[config.mk]
export PLATFORM = sky130hd
export DESIGN_NAME = frame_config_loader
export DESIGN_NICKNAME = d
export VERILOG_FILES = /design/src/rtl/frame_config_loader.sv
export SDC_FILE = /design/constraint.sdc
export NUM_CORES = 1
export LEC_CHECK = 0
export ABC_AREA = 0
export CORE_UTILIZATION = 44
export CTS_CLUSTER_DIAMETER = 50
export DETAILED_ROUTE_END_ITERATION = 8
export PLACE_DENSITY_LB_ADDON = 0.1
export SKIP_CTS_REPAIR_TIMING = 1
export SYNTH_ARGS = -nofsm -noshare
export SYNTH_HDL_FRONTEND = slang
export SYNTH_SLANG_ARGS = --single-unit
[constraint.sdc]
create_clock -name UserCLK -period 3.6 [get_ports UserCLK]
set_input_delay 1.08 -clock UserCLK [delete_from_list [all_inputs] [get_ports UserCLK]]
set_output_delay 1.08 -clock UserCLK [all_outputs]
set_load 0.02 [all_outputs]
[src/rtl/frame_config_loader.sv]
// frame_config_loader
//   Loads configuration frames into a column of frame-latched tiles. A header
//   word (sync 0xA5, start frame S, count N) opens a transfer, then N data
//   words are each presented on FrameData with one cycle of setup, a single
//   strobe cycle on FrameStrobe[idx] and one cycle of hold.
//
//   state  | meaning
//   IDLE   | waiting for a header word, WordReady high
//   LOAD   | waiting for the next data word, WordReady high
//   SETUP  | FrameData settling ahead of the strobe
//   STROBE | FrameStrobe[idx] high for one cycle
//   HOLD   | FrameData held after the strobe, advance idx/remaining
//   ERR    | bad header seen, only Reset leaves
//
// Ports
//   UserCLK     clock, rising edge
//   Reset       synchronous active-high reset
//   WordIn      header or frame data word
//   WordValid   WordIn valid
//   WordReady   loader accepts WordIn this cycle
//   FrameData   data presented to the frame latches
//   FrameStrobe one-hot latch enable
//   Busy        transfer in progress
//   Done        one-cycle pulse after the last frame of a transfer
//   Error       sticky header error flag
module frame_config_loader #(
    parameter int MaxFramesPerCol = 20
) (
    input  logic                       UserCLK,
    input  logic                       Reset,
    input  logic [31:0]                WordIn,
    input  logic                       WordValid,
    output logic                       WordReady,
    output logic [31:0]                FrameData,
    output logic [MaxFramesPerCol-1:0] FrameStrobe,
    output logic                       Busy,
    output logic                       Done,
    output logic                       Error
);

    typedef enum logic [2:0] {
        ST_IDLE,
        ST_LOAD,
        ST_SETUP,
        ST_STROBE,
        ST_HOLD,
        ST_ERR
    } state_t;

    state_t                     state_q, state_d;
    logic [7:0]                 idx_q, idx_d;
    logic [7:0]                 rem_q, rem_d;
    logic [31:0]                frame_data_q, frame_data_d;
    logic [MaxFramesPerCol-1:0] strobe_q, strobe_d;
    logic                       ready_q, ready_d;
    logic                       busy_q, busy_d;
    logic                       done_q, done_d;
    logic                       error_q, error_d;

    logic       accept;
    logic [7:0] hdr_sync;
    logic [7:0] hdr_start;
    logic [7:0] hdr_count;
    logic [8:0] hdr_end;
    logic       hdr_ok;

    // Handshake uses the registered ready so no input reaches an output combinationally.
    assign accept    = WordValid && ready_q;
    assign hdr_sync  = WordIn[31:24];
    assign hdr_start = WordIn[23:16];
    assign hdr_count = WordIn[15:8];
    // 9-bit sum so S + N cannot wrap past the column size.
    assign hdr_end   = {1'b0, hdr_start} + {1'b0, hdr_count};
    assign hdr_ok    = (hdr_sync == 8'hA5) && (hdr_count != 8'd0)
                       && (hdr_end <= 9'(MaxFramesPerCol));

    always_comb begin
        state_d      = state_q;
        idx_d        = idx_q;
        rem_d        = rem_q;
        frame_data_d = frame_data_q;
        done_d       = 1'b0;

        case (state_q)
            ST_IDLE: begin
                if (accept) begin
                    if (hdr_ok) begin
                        state_d = ST_LOAD;
                        idx_d   = hdr_start;
                        rem_d   = hdr_count;
                    end else begin
                        state_d = ST_ERR;
                    end
                end
            end
            ST_LOAD: begin
                if (accept) begin
                    frame_data_d = WordIn;
                    state_d      = ST_SETUP;
                end
            end
            ST_SETUP:  state_d = ST_STROBE;
            ST_STROBE: state_d = ST_HOLD;
            ST_HOLD: begin
                idx_d = idx_q + 8'd1;
                rem_d = rem_q - 8'd1;
                if (rem_q == 8'd1) begin
                    state_d = ST_IDLE;
                    done_d  = 1'b1;
                end else begin
                    state_d = ST_LOAD;
                end
            end
            ST_ERR:  state_d = ST_ERR;
            default: state_d = ST_IDLE;
        endcase

        // Outputs are decoded from the next state so they register alongside it.
        ready_d = (state_d == ST_IDLE) || (state_d == ST_LOAD);
        busy_d  = (state_d == ST_LOAD) || (state_d == ST_SETUP)
                  || (state_d == ST_STROBE) || (state_d == ST_HOLD);
        error_d = (state_d == ST_ERR);

        strobe_d = '0;
        if (state_d == ST_STROBE) begin
            for (int i = 0; i < MaxFramesPerCol; i++) begin
                strobe_d[i] = (idx_q == 8'(i));
            end
        end
    end

    always_ff @(posedge UserCLK) begin
        if (Reset) begin
            state_q      <= ST_IDLE;
            idx_q        <= 8'd0;
            rem_q        <= 8'd0;
            frame_data_q <= 32'd0;
            strobe_q     <= '0;
            ready_q      <= 1'b0;
            busy_q       <= 1'b0;
            done_q       <= 1'b0;
            error_q      <= 1'b0;
        end else begin
            state_q      <= state_d;
            idx_q        <= idx_d;
            rem_q        <= rem_d;
            frame_data_q <= frame_data_d;
            strobe_q     <= strobe_d;
            ready_q      <= ready_d;
            busy_q       <= busy_d;
            done_q       <= done_d;
            error_q      <= error_d;
        end
    end

    assign WordReady   = ready_q;
    assign FrameData   = frame_data_q;
    assign FrameStrobe = strobe_q;
    assign Busy        = busy_q;
    assign Done        = done_q;
    assign Error       = error_q;

endmodule

==> run metrics <==
layout cell share with drive strength beyond 1 between 15 and 20%; final cell count without fillers 628; Rows 31; ys async rst share 0%; core area between 7000 and 8000 um^2; DPL Wire Length 6.35 mm; Power, Total roughly 1.9 mW; Routed WL 8.75 mm; Final Hold Viols 0; Ant. Diodes 0; largest net degree at the start of global routing 56; crit path DAT 3.81 ns; Post-synth top flop dfxtp_1; CP cell instances clkdlybuf4s50_1 -> ha_4 -> a211o_1 -> buf_4 -> a21oi_1 -> a311oi_2 -> a2111oi_4 -> buf_4 -> nand4_1 -> buf_4 -> o22a_1 -> a21oi_1; Clock Skew between 0.01 and 0.015 ns; syn_nets approximately 450; drt pass-1 iters 4; Worst Max-Slew Pin Slew 0.634 ns; Worst Path Required 3.88 ns; Power Dens Cells 380 nW/um^2; Die Y roughly 90 um; worst IR drop on VDD 0.000199 V; most frequent cells in the layout nand2_1, clkdlybuf4s50_1, dfxtp_1, a21oi_1, buf_4; DIE AREA 8120 um^2; status finished, final reports clean; GRT Overall Usage 21.6%; ANT nets after route 0; initial antenna violation count 0; grt ovf 0; commonest non-fill, non-tap cell in the layout nand2_1; mapped cell area 3410 um^2; # DRC 0; first-pass GRT wire length about 14 mm; worst r2r path cells 6; Static Leakage 1.91 nW; Ys Warns 0; Clock Tree Buf Depth 2; Syn-to-layout area delta 46.0%; crit path kind in -> reg; cts bufs inserted 9; fin nets 574; #FFs+latches synth between 70 and 80; CTS sink cnt 75; clock latency on the worst-skew pair 0.35 ns; vias in the first global route 3062; dpl cells ~610; Port Buf Inserts 90; via count 3289; slowest stage delay, CP about 0.53 ns; Critical Path Most Common Cell buf_4; Period minus WS final 3.53 ns; gp weighted congestion 0.863; Crit path buffers/inverters 4; Slew Limit Fails 0; Post-synth EDFFs 0; clock root buffer clkbuf_8; worst relative slew slack 57.4%; vias per cell 5.24; Slowest cell on crit path clkdlybuf4s50_1; initial DRC count 164; critical path's top delay family buffers and inverters; Levels on crit path 12; fin crit share 98.0%; synth unique cells 58; f_max 283 MHz; fill count 646; Ports 91; Post-Syn Area per Cell ~8.5 um^2; hold-critical path depth 2; CP Max Fanout 5; final setup fails 0; CTS clk-pin slew, worst paths roughly 0.090 ns; type of origin of the critical path input pin; critical path capture point type flop; initial core utilization between 40% and 50%; CTS tree built; Seq/Total Area, Yosys 44.0%; Post-Syn Instances ~400; Die Width approximately 90 um; H-tree levels 3; WL/cell approximately 14 um; max-cap violations 0; min-delay worst type reg -> reg
## per-layer routing
metal	wire [um]	vias up	global-route usage, %	part of all wire [%]
li1	-	1657	-	-
met1	4070	1538	29.1	47
met2	4220	85	33.7	48
met3	373	9	4.06	4.3
met4	85	0	9.14	0.97
met5	0	-	0	0
## Yosys cell counts (4+ instances only)
master     n  share of area, %
a31oi_1    4              0.73
o211ai_1   4              0.88
dfxtp_1   75                44
ha_1      14               5.1
nand4_1    5              0.92
nor3b_1    4              0.88
nand2_1   81               8.9
nor2_1    18               2.0
inv_1     13               1.4
and2_1    22               4.0
a21oi_1   47               6.9
nand3_1   11               1.6
clkbuf_1  19               2.1
nor3_1     8               1.2
or2_2      4              0.73
## final timing paths
kind,start,to,slack [ns]
max,WordIn[10],idx_q[4],0.07
max reg2reg,state_q[1],idx_q[7],1.46
min,FrameData[14],FrameData[14],0.46
min reg2reg,FrameData[14],FrameData[14],0.46
## registers in the layout (all words and copies together) (netlist names)
register / cells
Done: 1
FrameStrobe: 20
WordReady: 1
state_q: 3
rem_q: 8
idx_q: 8
Busy: 1
FrameData: 32
Error: 1
## cell type report
type	count	area [um^2]	share of cell area, %
multi-input combinational	293	1890	37.9
sequential	75	1500	30.1
timing repair buffer	132	1220	24.5
clock buffer	9	124	2.48
tap	99	124	2.48
clock inverter	7	73.8	1.48
inverter	13	48.8	0.979
## per-stage QoR
step / utilization (%) / instance area [um^2] / setup slack, ns / hold WS (ns) / setup TNS [ns]
finish: 67.6 / 4980 / 0.0719 / 0.455 / 0
global route: 67.6 / 4980 / -0.0200 / 0.474 / -0.0672
CTS: 65.8 / 4850 / -0.187 / 0.458 / -1.83
detailed placement: 63.1 / 4650 / -0.570 / 0.446 / -9.04
global placement: 63.1 / 4650 / -0.518 / 0.441 / -8.11
floorplan: - / 3410 / 0.000999 / 0.464 / 0
## tightest hold or removal path: stages, from the launching register on
cell     delay [ns]
dfxtp_1        0.31
nand2_1        0.05
a21oi_1        0.05
## report_power, final
group / switching (mW) / internal [mW] / leakage, nW
Sequential: 0.0287 / 0.857 / 0.606
Clock: 0.368 / 0.276 / 0.102
Combinational: 0.183 / 0.180 / 1.20
## cells by family after synthesis
group | count (synthesis) | synth area share (%)
muxes | 3 | 0.879
DFF | 75 | 44.0
adders and majority gates | 15 | 5.72
and+or+nand+nor | 185 | 27.7
AOI/OAI and AO/OA | 88 | 17.3
buffers and inverters | 35 | 3.92
xor gates and xnor gates | 2 | 0.513
No activity file was read; power rests on OpenSTA's default activity.
